### src/rtl/control_acc.sv
`timescale 1ns/1ps
// Multi-cycle sequencer for a single-accumulator machine: fetches, decodes and
// drives Moore strobes for the accumulator datapath and data memory.
module control_acc #(
    parameter int PB = 11,
    parameter int DB = 5 + PB
) (
    input  logic          clk,
    input  logic          Reset_n,
    input  logic          Start,
    input  logic [DB-1:0] Instr,
    output logic [PB-1:0] PCAddr,
    output logic [PB-1:0] DataAddr,
    output logic [DB-1:0] Imm,
    output logic          SelIn,
    output logic          Neg,
    output logic          ClrAcc,
    output logic          WrAcc,
    output logic          RdRam,
    output logic          WrRam,
    output logic          Busy,
    output logic          Halted,
    output logic          Error,
    output logic [15:0]   InstrCount
);

    localparam logic [4:0] OP_HLT  = 5'b00000;
    localparam logic [4:0] OP_STO  = 5'b00001;
    localparam logic [4:0] OP_LD   = 5'b00010;
    localparam logic [4:0] OP_LDI  = 5'b00011;
    localparam logic [4:0] OP_ADD  = 5'b00100;
    localparam logic [4:0] OP_ADDI = 5'b00101;
    localparam logic [4:0] OP_SUB  = 5'b00110;
    localparam logic [4:0] OP_SUBI = 5'b00111;

    typedef enum logic [2:0] {
        S_IDLE,
        S_FETCH,
        S_DECODE,
        S_CLEAR,
        S_MEMRD,
        S_EXEC,
        S_HALT
    } state_t;

    state_t               state;
    logic [PB-1:0]        pc;
    logic [DB-1:0]        ir;
    logic [15:0]          icnt;
    logic [4:0]           instr_op;
    logic [4:0]           ir_op;
    logic signed [PB-1:0] operand;
    logic signed [DB-1:0] imm_ext;

    assign instr_op   = Instr[DB-1:DB-5];
    assign ir_op      = ir[DB-1:DB-5];
    assign operand    = ir[PB-1:0];
    assign imm_ext    = DB'(operand);
    assign Imm        = imm_ext;
    assign PCAddr     = pc;
    assign DataAddr   = ir[PB-1:0];
    assign InstrCount = icnt;

    // EXEC-cycle controls for an opcode, packed as {WrRam, WrAcc, SelIn, Neg}.
    function automatic logic [3:0] exec_ctrl(input logic [4:0] op);
        case (op)
            OP_STO:  exec_ctrl = 4'b1000;
            OP_LD:   exec_ctrl = 4'b0100;
            OP_LDI:  exec_ctrl = 4'b0110;
            OP_ADD:  exec_ctrl = 4'b0100;
            OP_ADDI: exec_ctrl = 4'b0110;
            OP_SUB:  exec_ctrl = 4'b0101;
            OP_SUBI: exec_ctrl = 4'b0111;
            default: exec_ctrl = 4'b0000;
        endcase
    endfunction

    // Outputs are registered on entry to the state that owns them, so each
    // strobe is high for exactly the one cycle spent in that state.
    always_ff @(posedge clk or negedge Reset_n) begin
        if (!Reset_n) begin
            state  <= S_IDLE;
            pc     <= '0;
            ir     <= '0;
            icnt   <= '0;
            Error  <= 1'b0;
            Busy   <= 1'b0;
            Halted <= 1'b0;
            ClrAcc <= 1'b0;
            WrAcc  <= 1'b0;
            RdRam  <= 1'b0;
            WrRam  <= 1'b0;
            SelIn  <= 1'b0;
            Neg    <= 1'b0;
        end else begin
            ClrAcc <= 1'b0;
            WrAcc  <= 1'b0;
            RdRam  <= 1'b0;
            WrRam  <= 1'b0;
            SelIn  <= 1'b0;
            Neg    <= 1'b0;
            case (state)
                S_IDLE, S_HALT: begin
                    if (Start) begin
                        state  <= S_FETCH;
                        pc     <= '0;
                        icnt   <= '0;
                        Error  <= 1'b0;
                        Busy   <= 1'b1;
                        Halted <= 1'b0;
                    end
                end
                S_FETCH: state <= S_DECODE;
                S_DECODE: begin
                    ir <= Instr;
                    case (instr_op)
                        OP_HLT: begin
                            state  <= S_HALT;
                            Busy   <= 1'b0;
                            Halted <= 1'b1;
                        end
                        OP_LD, OP_LDI: begin
                            state  <= S_CLEAR;
                            ClrAcc <= 1'b1;
                            RdRam  <= (instr_op == OP_LD);
                        end
                        OP_ADD, OP_SUB: begin
                            state <= S_MEMRD;
                            RdRam <= 1'b1;
                        end
                        OP_STO, OP_ADDI, OP_SUBI: begin
                            state <= S_EXEC;
                            {WrRam, WrAcc, SelIn, Neg} <= exec_ctrl(instr_op);
                        end
                        default: begin
                            state  <= S_HALT;
                            Busy   <= 1'b0;
                            Halted <= 1'b1;
                            Error  <= 1'b1;
                        end
                    endcase
                end
                S_CLEAR, S_MEMRD: begin
                    state <= S_EXEC;
                    {WrRam, WrAcc, SelIn, Neg} <= exec_ctrl(ir_op);
                end
                S_EXEC: begin
                    state <= S_FETCH;
                    pc    <= pc + PB'(1);
                    icnt  <= icnt + 16'd1;
                end
                default: begin
                    state <= S_IDLE;
                    Busy  <= 1'b0;
                end
            endcase
        end
    end

endmodule
### config.mk
export PLATFORM = sky130hd
export DESIGN_NAME = control_acc
export DESIGN_NICKNAME = d
export VERILOG_FILES = /design/src/rtl/control_acc.sv
export SDC_FILE = /design/constraint.sdc
export NUM_CORES = 1
export LEC_CHECK = 0
export BUFFER_PORTS_ARGS = -buffer_cell sky130_fd_sc_hd__buf_4
export CAP_MARGIN = 25
export CORE_MARGIN = 2
export CORE_UTILIZATION = 45
export CTS_CLUSTER_DIAMETER = 30
export DETAILED_ROUTE_END_ITERATION = 10
export MAX_ROUTING_LAYER = met4
export PLACE_DENSITY = 0.71
export SLEW_MARGIN = 30
export SYNTH_ARGS = -nofsm -noshare
export SYNTH_HDL_FRONTEND = slang
export SYNTH_SLANG_ARGS = --single-unit
### constraint.sdc
create_clock -name clk -period 3.2 [get_ports clk]
set_input_delay 0 -clock clk [delete_from_list [all_inputs] [get_ports clk]]
set_output_delay 0 -clock clk [all_outputs]
set_load 0.1 [all_outputs]
==> results of run 1 <==
## cell usage in the layout (no fill, tap or decap), types with 2 or more instances in the layout
cell type,count
a21oi_1,7
a31oi_1,3
clkbuf_8,5
nor2_1,18
dlygate4sd3_1,18
buf_4,82
o21ai_0,25
o211ai_1,2
and3_1,5
o41ai_1,2
inv_1,7
ha_1,2
mux2_2,15
nor3_1,3
o22ai_1,2
nand2_1,38
mux2i_1,11
nand2b_1,5
dfrtp_1,55
and2_1,2
o31ai_1,4
nand4_1,5
nand3_2,3
nand3_1,8
## final cells by class
cell class                 count  area [um2]
sequential                    55        1380
multi-input combinational    175        1110
clock inverter                 1        30.0
tap                           75        93.8
timing repair buffer         100         796
inverter                       7        26.3
clock buffer                   6        72.6
fill                         541        2420
## metal layers
metal  GRT usage  routed length, um  vias up
met5           -                  0        -
met4      0.0467                 61        0
met3      0.0304                170        7
met2       0.280               2840       33
met1       0.220               2380      994
li1            -                  -     1070
## worst max-delay path by stage
stage	start	endpoint	slack (ns)
global placement	state[0]$_DFFE_PN0P_	InstrCount[10]$_DFFE_PN0P_	1.52
global route	state[2]$_DFFE_PN0P_	InstrCount[10]$_DFFE_PN0P_	1.28
floorplan	InstrCount[0]$_DFFE_PN0P_	InstrCount[10]$_DFFE_PN0P_	0.86
detailed placement	state[0]$_DFFE_PN0P_	InstrCount[10]$_DFFE_PN0P_	1.45
finish	state[0]$_DFFE_PN0P_	InstrCount[10]$_DFFE_PN0P_	1.43
CTS	state[0]$_DFFE_PN0P_	InstrCount[10]$_DFFE_PN0P_	1.44
## kinds of logic (layout without fill, tap and decap cells)
| family | count (synthesis) | in the layout | share of synthesized area |
|---|---|---|---|
| adder cells (fa/ha/maj) | 3 | 3 | 0.0126 |
| flip-flops | 55 | 55 | 0.497 |
| AND/OR/NAND/NOR | 96 | 96 | 0.179 |
| AO/OA/AOI/OAI | 50 | 50 | 0.108 |
| buffers and inverters | 44 | 114 | 0.103 |
| multiplexers | 26 | 26 | 0.101 |
## synthesized netlist by cell type (6+ instances only)
master / n / area (um2)
buf_2: 6 / 30.0
nand3_1: 8 / 40.0
buf_4: 28 / 210
dfrtp_1: 55 / 1380
o21ai_0: 25 / 125
nand2_1: 38 / 143
a21oi_1: 7 / 35.0
mux2i_1: 11 / 110
mux2_2: 15 / 169
inv_1: 7 / 26.3
nor2_1: 18 / 67.6
## what timing repair did
item                                    4_1_cts  5_1_grt
hold buffers                                 18        0
endpoints found under the hold margin        74        0
resized for setup                             0        0
endpoints found under the setup margin        0        0
## worst max-delay path, stage by stage, from the launching register on
cell      delay, ns
dfrtp_1        0.58
and3b_2        0.42
nand3_2        0.15
o311ai_0       0.37
o41ai_1        0.12
## state kept, by name, indices dropped and copies added, names as in the netlist, 3 cells and up
register	count
state	3
ir	16
PCAddr	11
InstrCount	16
## metrics by stage
stage	hold slack [ns]	setup WS (ns)	cell area, um2	cells	utilization
after CTS	0.312	1.44	3500	419	0.592
after global placement	0.0931	1.52	3220	394	0.544
final	0.282	1.43	3500	419	0.592
after global routing	0.350	1.28	3500	419	0.592
after floorplan	-0.296	0.862	2770	274	-
after detailed placement	0.0966	1.45	3220	394	0.544
==> metrics.yaml, run 1 <==
die:
  start_util: 0.468
  dieArea_um2: 6800
  rows: 28
  die_w_um: 82.5
  coreArea_um2: 5920
  die_height_um: 82.5
  boundaryPins: 82
worst_setup_path:
  reg2reg_to: "InstrCount[10]$_DFFE_PN0P_"
  criticalPathCategory: "flop to flop"
  reg2reg_from: "state[0]$_DFFE_PN0P_"
  startpoint_type: "flop"
  crit_path_max_fanout: 14
  crit_required_ns: 3.38
  reg2reg_slack_ns: 1.43
  cp-end-kind: "flop"
  rr_worst_depth: 4
  worstPathArrival_ns: 1.95
status:
  status: "complete, no violations"
cts:
  cts_setup_buffers: 0
  cts.path.max_buffers: 2
  clkLatencyLatePin_ns: 0.30
  htreeDepth: 2
  cts.reportedPaths.clkPinSlew_ns: 0.09
  numCtsBuffers: 5
  cts_tree: "done"
  clock-root-buffer: "clkbuf_8"
  cts.sinks: 55
place:
  routabilityCongestion: 0.874
  dp_hpwl_um: 3890
  io_buffers: 81
timing:
  worst_pin_slew_ns: 0.674
  period_share: 0.553
  rsz0062_at_grt: "no"
  slew_violations: 0
  finalHoldViolCount: 0
  fin_crit_ns: 1.77
  max_freq_ghz: 0.565
  finClkSkew_ns: 0.00562
  setup_tns_ns: 0
  setup_violations: 0
  relSlewSlack: 0.551
routing:
  postRouteAntennaNets: 0
  wl_per_cell_um: 13.0
  drt-pass1-iter-count: 4
  drc: 0
  viasPerCell: 5.02
  wirelength_um: 5460
  vias: 2104
  drt_iter0_markers: 125
synth:
  yosysWarnings: 0
  avgSynthCellArea_um2: 10.1
  synth_flop_cell: "dfrtp_1"
  async_reset_ff_frac: 1.00
  netlist_area_um2: 2770
  ys_seq_area_frac: 0.497
  synth_edf_count: 0
  synth-seq-cells: 55
  synth_cell_types: 40
  syn_nets: 295
  synthesis.instances: 274
cells_and_area:
  num_antenna_cells: 0
  final_nets: 365
  synthToLayoutAreaGrowth_pct: 26.5
  drive_above_1_share: 0.326
global_route:
  grt_pass1_wl_um: 8820
  grt_overflow: 0
  grt_usage: 0.171
  grt_max_degree: 56
  antenna_found_initial: 0
  grt_pass1_vias: 1948
flow_run:
  max-cap-violations: 0
hold_path:
  holdCritPathClass: "input port to asynchronous set/reset pin"
Power of run 1 is left out: the tool's default activity adds up to more than one toggle a clock period on the data nets, which glitch-free logic cannot reach.
==> run 2, diff against run 1 <==
--- a/config.mk
+++ b/config.mk
@@ -12,7 +12,7 @@
 export CTS_CLUSTER_DIAMETER = 30
 export DETAILED_ROUTE_END_ITERATION = 10
 export MAX_ROUTING_LAYER = met4
-export PLACE_DENSITY = 0.71
+export PLACE_DENSITY = 0.74
 export SLEW_MARGIN = 30
 export SYNTH_ARGS = -nofsm -noshare
 export SYNTH_HDL_FRONTEND = slang
==> constraint.sdc (replaced) <==
create_clock -name clk -period 1.62 [get_ports clk]
set_input_delay 0 -clock clk [delete_from_list [all_inputs] [get_ports clk]]
set_output_delay 0 -clock clk [all_outputs]
set_load 0.1 [all_outputs]
==> run 2 against run 1 <==
  * Wire length up 14%
  * Clock skew up 0.0023 ns
  * First-iteration DRC count down 24%
  * Flip-flop and latch count unchanged
  * Via count up 6.7%
  * Largest cell class unchanged
==> metrics.yaml, run 2 (synthesis gave the netlist of run 1 again) <==
status:
  status: "complete, no violations"
timing:
  hold_ws_ns: 0.272
  period_share: 0.972
  max_freq_ghz: 0.635
  worst_pin_slew_ns: 0.673
  finalHoldViolCount: 0
  relSlewSlack: 0.551
  rsz0062_at_grt: "no"
  setup_violations: 0
  slew_violations: 0
  fin_crit_ns: 1.57
  finClkSkew_ns: 0.00788
die:
  dieArea_um2: 6800
  boundaryPins: 82
  die_height_um: 82.5
  start_util: 0.468
  die_w_um: 82.5
  rows: 28
  coreArea_um2: 5920
worst_setup_path:
  path_cells: "ha_4 -> and3_2 -> nand3_2 -> o311ai_1 -> o41ai_1"
  startpoint_type: "flop"
  cp.depth: 5
  slowest_delay_ns: 0.46
  path_buf_inv: 0
  path_delay_family: "compound AO/OA/AOI/OAI gates"
  reg2reg_from: "InstrCount[0]$_DFFE_PN0P_"
  crit_required_ns: 1.79
  reg2reg_slack_ns: 0.05
  cp-end-kind: "flop"
  rr_worst_depth: 5
  worstSetupStartpoint: "InstrCount[0]$_DFFE_PN0P_"
  criticalPathCategory: "flop to flop"
  slowest_stage: "dfrtp_4"
  reg2reg_to: "InstrCount[10]$_DFFE_PN0P_"
  worstPathArrival_ns: 1.75
  cp-endpoint: "InstrCount[10]$_DFFE_PN0P_"
  crit_path_max_fanout: 6
cells_and_area:
  num_antenna_cells: 0
  drive_above_1_share: 0.433
  final_cell_mix: "buf_4 (94), nand2_1 (37), dfrtp_1 (33), o21ai_0 (25)"
  final_common_cell: "buf_4"
  final_nets: 378
  synthToLayoutAreaGrowth_pct: 34.4
  final_area_um2: 3720
global_route:
  grt_pass1_wl_um: 9940
  antenna_found_initial: 0
  grt_pass1_vias: 2263
  grt_usage: 0.196
  grt_max_degree: 56
  grt_overflow: 0
cts:
  cts.sinks: 55
  cts.path.max_buffers: 2
  clock-root-buffer: "clkbuf_8"
  numCtsBuffers: 5
  cts_tree: "done"
  clkLatencyLatePin_ns: 0.31
  cts.reportedPaths.clkPinSlew_ns: 0.09
  htreeDepth: 2
routing:
  viasPerCell: 5.18
  vias: 2245
  drt_iter0_markers: 95
  wl_per_cell_um: 14.4
  wirelength_um: 6250
  postRouteAntennaNets: 0
  drt-pass1-iter-count: 4
  drc: 0
place:
  placed_area_um2: 3410
  dp_hpwl_um: 4300
  routabilityCongestion: 0.819
  io_buffers: 81
hold_path:
  holdCritPathClass: "input port to asynchronous set/reset pin"
flow_run:
  max-cap-violations: 0
run 2: cell types whose count changed in the layout (fill, tap and decap cells not counted), moves of 2 or more:
cell	change
dfrtp_1	-22
and3_1	-2
ha_4	+2
dfrtp_4	+12
clkbuf_8	+2
dfrtp_2	+10
buf_4	+12
ha_1	-2
run 2: what timing repair did:
action / CTS / global route
gates resized for setup: 2 / 3
buffers inserted: 0 / 2
endpoints found under the setup margin: 1 / 10
endpoints found under the hold margin: 75 / 0
hold buffers: 18 / 0
run 2: how the worst min path moves through the flow:
stage,start,end,cells past startpoint
2_1_floorplan,Reset_n,Busy$_DFFE_PN0P_,0
3_3_place_gp,Reset_n,ir[10]$_DFFE_PN0P_,1
3_5_place_dp,Reset_n,Neg$_DFF_PN0_,1
4_1_cts,Reset_n,Neg$_DFF_PN0_,2
5_1_grt,Reset_n,WrAcc$_DFF_PN0_,2
6_report,Reset_n,WrAcc$_DFF_PN0_,2
run 2: final cells by class:
type / count / area [um2]
fill: 489 / 2200
tap: 75 / 93.8
timing repair buffer: 113 / 906
multi-input combinational: 175 / 1160
sequential: 55 / 1430
clock buffer: 8 / 100
inverter: 7 / 26.3
run 2: through the flow:
step / instances / utilization / TNS, ns / setup WS, ns
after detailed placement: 405 / 0.576 / -0.0819 / -0.0819
after global routing: 433 / 0.629 / 0 / 0.000297
after floorplan: 274 / - / -0.347 / -0.168
final: 433 / 0.629 / 0 / 0.0455
after CTS: 431 / 0.624 / 0 / 0.0427
after global placement: 405 / 0.576 / 0 / 0.0798
run 2: per-layer routing:
layer,wire length (um),vias up,global-route usage
li1,-,1091,-
met1,2670,1079,0.221
met2,3170,66,0.353
met3,331,9,0.0380
met4,74,0,0.0567
met5,0,-,-
Power of run 2 is left out for the same reason.
